[src/rtl/display_pkg.sv]
`default_nettype none
// ============================================================================
// Module      : display_pkg
// Description : Shared state encoding and segment patterns for the
//               two-digit multiplexed 7-segment driver.
// Revision    : 1.0 - initial release
// ============================================================================
package display_pkg;

    typedef enum logic [1:0] {
        S_UNI  = 2'd0,
        S_GAP1 = 2'd1,
        S_DEC  = 2'd2,
        S_GAP2 = 2'd3
    } state_t;

    // Segment order {g,f,e,d,c,b,a}, active-low
    localparam logic [6:0] SEG_BLANK = 7'b1111111;
    localparam logic [6:0] SEG_DASH  = 7'b0111111;

    localparam logic [9:0][6:0] SEG_DIGITS = {
        7'b0010000,  // 9
        7'b0000000,  // 8
        7'b1111000,  // 7
        7'b0000010,  // 6
        7'b0010010,  // 5
        7'b0011001,  // 4
        7'b0110000,  // 3
        7'b0100100,  // 2
        7'b1111001,  // 1
        7'b1000000   // 0
    };

    // Anodes {decenas,unidades}, active-low
    localparam logic [1:0] AN_OFF = 2'b11;
    localparam logic [1:0] AN_UNI = 2'b10;
    localparam logic [1:0] AN_DEC = 2'b01;

endpackage
`default_nettype wire

[src/rtl/decod_bcd_7seg.sv]
`default_nettype none
// ============================================================================
// Module      : decod_bcd_7seg
// Description : Combinational BCD to active-low 7-segment decoder; non-BCD
//               codes show a dash.
// Revision    : 1.0 - initial release
// ============================================================================
module decod_bcd_7seg
    import display_pkg::*;
(
    input  logic [3:0] i_bcd,
    output logic [6:0] o_seg
);

    always_comb begin
        o_seg = SEG_DASH;
        if (i_bcd <= 4'd9) begin
            o_seg = SEG_DIGITS[i_bcd];
        end
    end

endmodule
`default_nettype wire

[src/rtl/display_7seg_mux.sv]
`default_nettype none
// ============================================================================
// Module      : display_7seg_mux
// Description : Two-digit common-anode display multiplexer with per-frame
//               digit snapshot, dead-time gaps and leading-zero blanking.
// Revision    : 1.0 - initial release
// ============================================================================
module display_7seg_mux
    import display_pkg::*;
#(
    parameter int DIV_REFRESH = 50000,
    parameter int DEAD_CYCLES = 500,
    parameter int BLANK_CERO  = 1
) (
    input  logic       clk,
    input  logic       rst,
    input  logic [3:0] unidades,
    input  logic [3:0] decenas,
    output logic [6:0] seg,
    output logic [1:0] an,
    output logic       frame
);

    localparam int c_cnt_max = (DIV_REFRESH > DEAD_CYCLES) ? DIV_REFRESH : DEAD_CYCLES;
    localparam int c_cnt_w   = (c_cnt_max > 1) ? $clog2(c_cnt_max) : 1;
    localparam logic [c_cnt_w-1:0] c_last_lit = c_cnt_w'(DIV_REFRESH - 1);
    localparam logic [c_cnt_w-1:0] c_last_gap = c_cnt_w'(DEAD_CYCLES - 1);

    state_t               r_state;
    state_t               w_state_next;
    logic [c_cnt_w-1:0]   r_cnt;
    logic [c_cnt_w-1:0]   w_cnt_next;
    logic [3:0]           r_snap_uni;
    logic [3:0]           r_snap_dec;
    logic [3:0]           w_snap_uni_next;
    logic [3:0]           w_snap_dec_next;
    logic                 w_last;
    logic                 w_enter_uni;
    logic [3:0]           w_sel_bcd;
    logic [6:0]           w_sel_seg;
    logic [6:0]           w_seg_next;
    logic [1:0]           w_an_next;
    logic                 w_frame_next;
    logic [6:0]           r_seg;
    logic [1:0]           r_an;
    logic                 r_frame;

    // Dwell counter counts up from 0 on each state entry
    always_comb begin
        w_state_next = r_state;
        w_cnt_next   = r_cnt + 1'b1;
        w_last       = 1'b0;

        case (r_state)
            S_UNI, S_DEC: w_last = (r_cnt == c_last_lit);
            default:      w_last = (r_cnt == c_last_gap);
        endcase

        if (w_last) begin
            w_cnt_next = '0;
            case (r_state)
                S_UNI:   w_state_next = S_GAP1;
                S_GAP1:  w_state_next = S_DEC;
                S_DEC:   w_state_next = S_GAP2;
                default: w_state_next = S_UNI;
            endcase
        end

        w_enter_uni     = w_last && (r_state == S_GAP2);
        w_snap_uni_next = w_enter_uni ? unidades : r_snap_uni;
        w_snap_dec_next = w_enter_uni ? decenas  : r_snap_dec;
        w_sel_bcd       = (w_state_next == S_DEC) ? w_snap_dec_next : w_snap_uni_next;
    end

    decod_bcd_7seg u_decod (
        .i_bcd (w_sel_bcd),
        .o_seg (w_sel_seg)
    );

    // Outputs are computed for the state being entered so they register together
    always_comb begin
        w_an_next    = AN_OFF;
        w_seg_next   = SEG_BLANK;
        w_frame_next = w_enter_uni;

        case (w_state_next)
            S_UNI: begin
                w_an_next  = AN_UNI;
                w_seg_next = w_sel_seg;
            end
            S_DEC: begin
                if (!((BLANK_CERO != 0) && (w_snap_dec_next == 4'd0))) begin
                    w_an_next  = AN_DEC;
                    w_seg_next = w_sel_seg;
                end
            end
            default: begin
                w_an_next  = AN_OFF;
                w_seg_next = SEG_BLANK;
            end
        endcase
    end

    always_ff @(posedge clk) begin
        if (rst) begin
            r_state    <= S_GAP2;
            r_cnt      <= '0;
            r_snap_uni <= 4'd0;
            r_snap_dec <= 4'd0;
            r_an       <= AN_OFF;
            r_seg      <= SEG_BLANK;
            r_frame    <= 1'b0;
        end else begin
            r_state    <= w_state_next;
            r_cnt      <= w_cnt_next;
            r_snap_uni <= w_snap_uni_next;
            r_snap_dec <= w_snap_dec_next;
            r_an       <= w_an_next;
            r_seg      <= w_seg_next;
            r_frame    <= w_frame_next;
        end
    end

    assign seg   = r_seg;
    assign an    = r_an;
    assign frame = r_frame;

endmodule
`default_nettype wire
[config.mk]
export PLATFORM = sky130hd
export DESIGN_NAME = display_7seg_mux
export DESIGN_NICKNAME = d
export VERILOG_FILES = /design/src/rtl/display_pkg.sv /design/src/rtl/decod_bcd_7seg.sv /design/src/rtl/display_7seg_mux.sv
export SDC_FILE = /design/constraint.sdc
export NUM_CORES = 1
export LEC_CHECK = 0
export ABC_AREA = 1
export CORE_MARGIN = 2
export CORE_UTILIZATION = 35
export CTS_CLUSTER_SIZE = 25
export DETAILED_ROUTE_END_ITERATION = 10
export MAX_ROUTING_LAYER = met4
export PLACE_DENSITY = 0.56
export RECOVER_POWER = 50
export SYNTH_ARGS = -nofsm -noshare
export SYNTH_HDL_FRONTEND = slang
export SYNTH_SLANG_ARGS = --single-unit
[constraint.sdc]
create_clock -name clk -period 2.4 [get_ports clk]
set_input_delay 0.24 -clock clk [delete_from_list [all_inputs] [get_ports clk]]
set_output_delay 0.24 -clock clk [all_outputs]
set_load 0.1 [all_outputs]
# Yosys cells after proc, flatten, opt, wreduce, memory -nomap -nowiden

Memories as Yosys holds them, arrays and structs flattened.
Cells that the tools add are included.

Muxes and demuxes: 12
$lt $le $gt $ge: 2
Add/subtract/negate cells: 1
Reductions and logical operators: 6
Equal/unequal tests: 6

Operators with widths:

| kind                  | count |
|---|---|
| $mux 7                | 3 |
| $add 16x1->16 const B | 1 |
| $eq 16x16->1 const B  | 1 |
| $eq 16x9->1 const B   | 1 |
| $pmux 7 s2            | 1 |
| $mux 4                | 3 |
| $eq 2x2->1 const B    | 3 |
| $pmux 2 s3            | 1 |
| $lt 4x5->1 const B    | 1 |
| $le 4x4->1 const B    | 1 |
| $logic_not 2->1       | 2 |
| $logic_not 4->1       | 1 |
| $mux 2                | 2 |
| $pmux 2 s2            | 1 |
| $reduce_or 2->1       | 2 |
| $eq 2x1->1 const B    | 1 |
| $logic_and 1x1->1     | 1 |
| $mux 1                | 1 |

Logic and storage cells: 35
Memory bits (read-only): 112
Output and inout bits: 10
Register bits after elaboration: 36
Memories kept: 1

Memory list:

| memory          | words | bits a word | read ports | clocked after memory_dff | wr ports | line                 | source |
|---|---|---|---|---|---|---|---|
| (no name shown) | 16    | 7           | 1          | 0                        | 0        | decod_bcd_7seg.sv:18 | `o_seg = SEG_DIGITS[i_bcd];` |

# Depth between registers and ports, before layout

Word-level depth: 11
Mapped depth: 19
Gate-level depth less buffers: 19

# By module

Synthesis repeated with hierarchy kept, for this count alone.

Cell total of the unflattened synthesis: 254
Area, all modules: 1856.8 µm²

Modules (own cells, without submodules):

| module           | cells each | area an instance (µm²) | sequential area each (µm²) | instances |
|---|---|---|---|---|
| display_7seg_mux | 224        | 1667.8                 | 720.7                      | 1 |
| decod_bcd_7seg   | 30         | 188.9                  | 0.0                        | 1 |

# Worst setup path before layout

OpenSTA, ideal clock, no wires.

Path kind: register to register
Start: reg r_cnt[0]
End: reg r_seg[2] (netlist: seg[2])
Arrival time: 2.357 ns
Slack: -0.015 ns
Path buffers: 0
Clock period less this slack: 2.415 ns
Library setup time: 0.058 ns
Stages on the path, launching flop included: 20
Required time: 2.342 ns
Path through: dfxtp_1 -> ha_1 -> inv_1 -> nor2_1 -> nand3_2 -> inv_1 -> nand3_4 -> nor2_4 -> nand2_1 -> nand2_1 -> inv_1 -> o21ai_2 -> inv_1 -> ha_1 -> or2_2 -> nand3_1 -> nand2_1 -> inv_1 -> nor2_4 -> nand2_1

Cells in the longest elaborated chain, start to end: 10

RTL lines:

| item                                               | line                                           | source |
|---|---|---|
| start, declared                                    | display_7seg_mux.sv:31                         | `logic [c_cnt_w-1:0] r_cnt;` |
| start signal, assigned                             | display_7seg_mux.sv:115                        | `r_cnt <= w_cnt_next;` |
| $eq 16x9->1 / $eq 16x16->1 (equally long branches) | display_7seg_mux.sv:56, display_7seg_mux.sv:55 |  |
| $mux 1 *                                           | display_7seg_mux.sv:54                         | `case (r_state)` |
| $mux 2 / $logic_and 1x1->1 (equally long branches) | display_7seg_mux.sv:59, display_7seg_mux.sv:69 |  |
| $eq 2x2->1, or another cell as far along           | display_7seg_mux.sv:72, display_7seg_mux.sv:86 |  |
| $mux 4                                             | display_7seg_mux.sv:72                         | `w_sel_bcd = (w_state_next == S_DEC) ? w_snap_dec_next : w_snap_uni_next;` |
| $mem_v2 16x7                                       | -                                              |  |
| $mux 7 (not written as such)                       | decod_bcd_7seg.sv:18                           |  |
| $mux 7                                             | decod_bcd_7seg.sv:17                           | `if (i_bcd <= 4'd9) begin` |
| $mux 7                                             | display_7seg_mux.sv:92                         | `if (!((BLANK_CERO != 0) && (w_snap_dec_next == 4'd0))) begin` |
| $pmux 7 s2 *                                       | display_7seg_mux.sv:86                         | `case (w_state_next)` |
| end signal, assigned                               | display_7seg_mux.sv:119                        | `r_seg <= w_seg_next;` |
| end, declared                                      | display_7seg_mux.sv:44                         | `logic [6:0] r_seg;` |

Mark *: on every way between the ends. The rest lies on a longest branch, timed or not. The select of a mux whose other input is x is not followed.
A chain may end at the register's enable or synchronous reset.

# Final worst setup path

Start: reg r_cnt[0]
End: reg r_seg[4] (netlist: seg[4])

Same word-level chain as after synthesis.

==> flow_metrics.py <==
metrics = {
    "logic_synthesis": {
        "yosys_warnings": 0,
        "syn_nets": 284,
        "synth_ff_type": "dfxtp_1",
        "synth_area_leaders": "dfxtp_1 38%, nand2_1 15%, inv_1 7.8%",
        "yosysSeqAreaShare": 0.383,
        "synthTopCellsByCount": "75 x nand2_1, 39 x inv_1, 36 x dfxtp_1",
        "netlist_area_um2": 1880,
        "synth-async-reset-ratio": 0,
        "ys_ff_latch": 36,
        "synth_top_area_frac": 0.383,
        "yosysTopAreaCell": "dfxtp_1",
        "syn_avg_cell_area_um2": 7.10,
        "yosysMostFrequentCell": "nand2_1",
        "yosys.cell_types.count": 29,
        "synth_edf_count": 0,
        "syn_inst": 265,
    },
    "sta": {
        "period_share": 1.00,
        "min_period_ns": 2.40,
        "tightest_slew_ns": 1.18,
        "rsz0062_at_grt": "yes",
        "layout_setup_ws_ns": -0.000806,
        "fin_skew_ns": 0.00410,
        "holdWs_ns": 0.501,
        "setup_viol": 1,
        "max_freq_mhz": 417,
        "maxSlewViolCount": 0,
        "final-hold-violation-count": 0,
        "finalSetupTns_ns": -0.000806,
        "relSlewSlack": 0.215,
    },
    "detailed_routing": {
        "route.detailed.drc": 0,
        "num_vias": 1750,
        "routedWlPerCell_um": 10.6,
        "drt_iter0_drc": 51,
        "totalWireLength_um": 4290,
        "via_per_inst": 4.33,
        "ant_nets": 0,
        "first_pass_iters": 4,
    },
    "die": {
        "die_h_um": 77.3,
        "coreArea_um2": 5140,
        "rows": 26,
        "initial_core_util": 0.366,
        "die_width_um": 77.3,
        "dieArea_um2": 5980,
        "io_pins": 20,
    },
    "setup_path": {
        "worst_setup_path_end_kind": "flip-flop",
        "critical_path_buf_inv_count": 5,
        "critical-path-top-delay-family": "simple AND/OR/NAND/NOR gates",
        "critical_path_class": "reg -> reg",
        "cp-start-kind": "flip-flop",
        "cp.arrival_ns": 2.64,
        "path_cells": "ha_4 -> inv_2 -> nor2_2 -> nand3_2 -> inv_2 -> nand3_4 -> nor2_4 -> nand2_2 -> nand2_2 -> inv_2 -> o21ai_4 -> inv_2 -> ha_4 -> or2_4 -> nand3_2 -> nand2_2 -> inv_2 -> nor2_4 -> nand2_1",
        "cp_common_cell": "inv_2",
        "cpPeakStageDelay_ns": 0.36,
        "cp_slowest_cell": "dfxtp_2",
        "crit_fanout": 6,
        "required_ns": 2.64,
    },
    "power": {
        "pwr-share-clk": 0.419,
        "p_sw_frac": 0.212,
        "p_int_uw": 886,
        "switching_power_uw": 239,
        "seq_power_share": 0.539,
        "ir_drop_mv": 0.217,
        "total_power_mw": 1.12,
        "cellLeakagePower_nw": 1.23,
        "p_comb_frac": 0.042,
        "power_density_nw_per_um2": 420,
    },
    "grt": {
        "grt_pass1_vias": 1659,
        "grt_pass1_wl_um": 7190,
        "antenna_found_initial": 0,
        "grt-ovfl-total": 0,
        "grt_use_total": 0.152,
        "grt_max_degree": 12,
    },
    "clock_network": {
        "clk_path_buf_depth": 2,
        "cts.sinks": 36,
        "h-tree-depth": 2,
        "cts_root_buffer": "clkbuf_8",
        "tritoncts": "built",
        "numCtsBuffers": 5,
        "worstSkewPairLatency_ns": 0.29,
        "clkTransAtPathRegs_ns": 0.07,
    },
    "placement": {
        "dp_cells": 383,
        "place_area_um2": 2370,
        "place_congestion": 0.771,
        "io_buffers": 19,
        "detailed_place_hpwl_um": 3080,
    },
    "status": {
        "status": "finished with violations",
        "violations": "negative setup slack",
    },
    "job": {
        "cap_violations": 0,
    },
    "cells_and_area": {
        "layoutNonFillerInstCount": 404,
        "nets": 353,
        "antenna_cells": 0,
        "final.fill_count": 528,
        "area_delta_synth_final_pct": 42.2,
        "drive_gt1_frac": 0.317,
        "fin_area_um2": 2680,
    },
    "worst_hold_path": {
        "hold_class": "reg -> reg",
    },
}
## layout make-up
type                    count  area, µm²  share of cell area
multi-input cells         186       1130               0.424
well taps                  70       87.6              0.0327
clock buffers               7       96.3              0.0360
flip-flops and latches     36        724               0.271
repair buffers             64        480               0.180
inverters                  41        154              0.0575
## routing by layer
metal	vias to the layer above	global-route usage	part of all wire
li1	957	-	-
met5	-	-	0
met4	0	0.0589	0.015
met3	8	0.0318	0.027
met1	763	0.193	0.48
met2	22	0.238	0.47
## worst paths after layout
check	from	endpoint	slack [ns]	depth (start not counted)
max	r_cnt[0]	seg[4]	-0.0008	19
min	r_cnt[9]	r_cnt[9]	0.50	2
max reg2reg	r_cnt[0]	seg[4]	-0.0008	19
min reg2reg	r_cnt[9]	r_cnt[9]	0.50	2
## registers in the layout (all words and copies together) (netlist names)
signal	count
r_snap_dec	4
an	2
r_cnt	16
r_state	2
frame	1
seg	7
r_snap_uni	4
## kinds of logic (layout without fill, tap and decap cells)
family                     count (synthesis)  after routing  synth area share
AOI/OAI and AO/OA                         15             15            0.0532
and+or+nand+nor                          154            154             0.381
adders and majority gates                  9              9            0.0598
DFF                                       36             36             0.383
xor gates and xnor gates                   8              8            0.0372
buffers and inverters                     43            112            0.0858
## power by group through the flow
stage	registers, mW	clock network (mW)	logic (mW)
finish	0.606	0.472	0.0472
global route	0.606	0.519	0.0536
CTS	0.604	0.485	0.0425
detailed placement	0.618	0	0.0424
global placement	0.618	0	0.0423
floorplan	0.618	0	0.0157
## per-stage QoR
step           utilization  setup slack [ns]
6_report             0.521         -0.000806
5_1_grt              0.521            -0.170
4_1_cts              0.491           0.00132
3_5_place_dp         0.460           -0.0719
3_3_place_gp         0.460           -0.0272
2_1_floorplan            -           0.00967
## placed cells by master (no fill, tap or decap), types with 4 or more instances in the layout
cell type        netlist  routed
clkdlybuf4s50_1        0       9
nand4_1                5       5
nor3_1                 5       5
buf_6                  0       4
nand3_1               15      11
ha_1                   9       4
buf_4                  0      41
dfxtp_1               36      33
nand2_2                7      15
clkbuf_8               0       7
clkbuf_1               2      10
nand2_1               75      66
ha_4                   0       5
nand3_2                1       5
inv_2                  2       9
nor2_1                33      32
inv_1                 39      32
o21ai_2                3       5
xor2_1                 7       7
## worst register-to-register path, cell delays in order, from the launching register on
cell,delay [ns]
dfxtp_2,0.36
ha_4,0.15
inv_2,0.03
nor2_2,0.10
nand3_2,0.12
inv_2,0.10
nand3_4,0.09
nor2_4,0.21
nand2_2,0.08
nand2_2,0.09
inv_2,0.05
o21ai_4,0.20
inv_2,0.08
ha_4,0.16
or2_4,0.22
nand3_2,0.08
nand2_2,0.06
inv_2,0.06
nor2_4,0.05
nand2_1,0.06
## what timing repair did
item                       4_1_cts  5_1_grt
pin swaps                        6       21
hold buffers                     0        0
setup endpoints to repair        6        7
gates cloned                     0        0
resized for setup                6       36
setup buffers                    7        8
(Power assumes the default switching activity.)
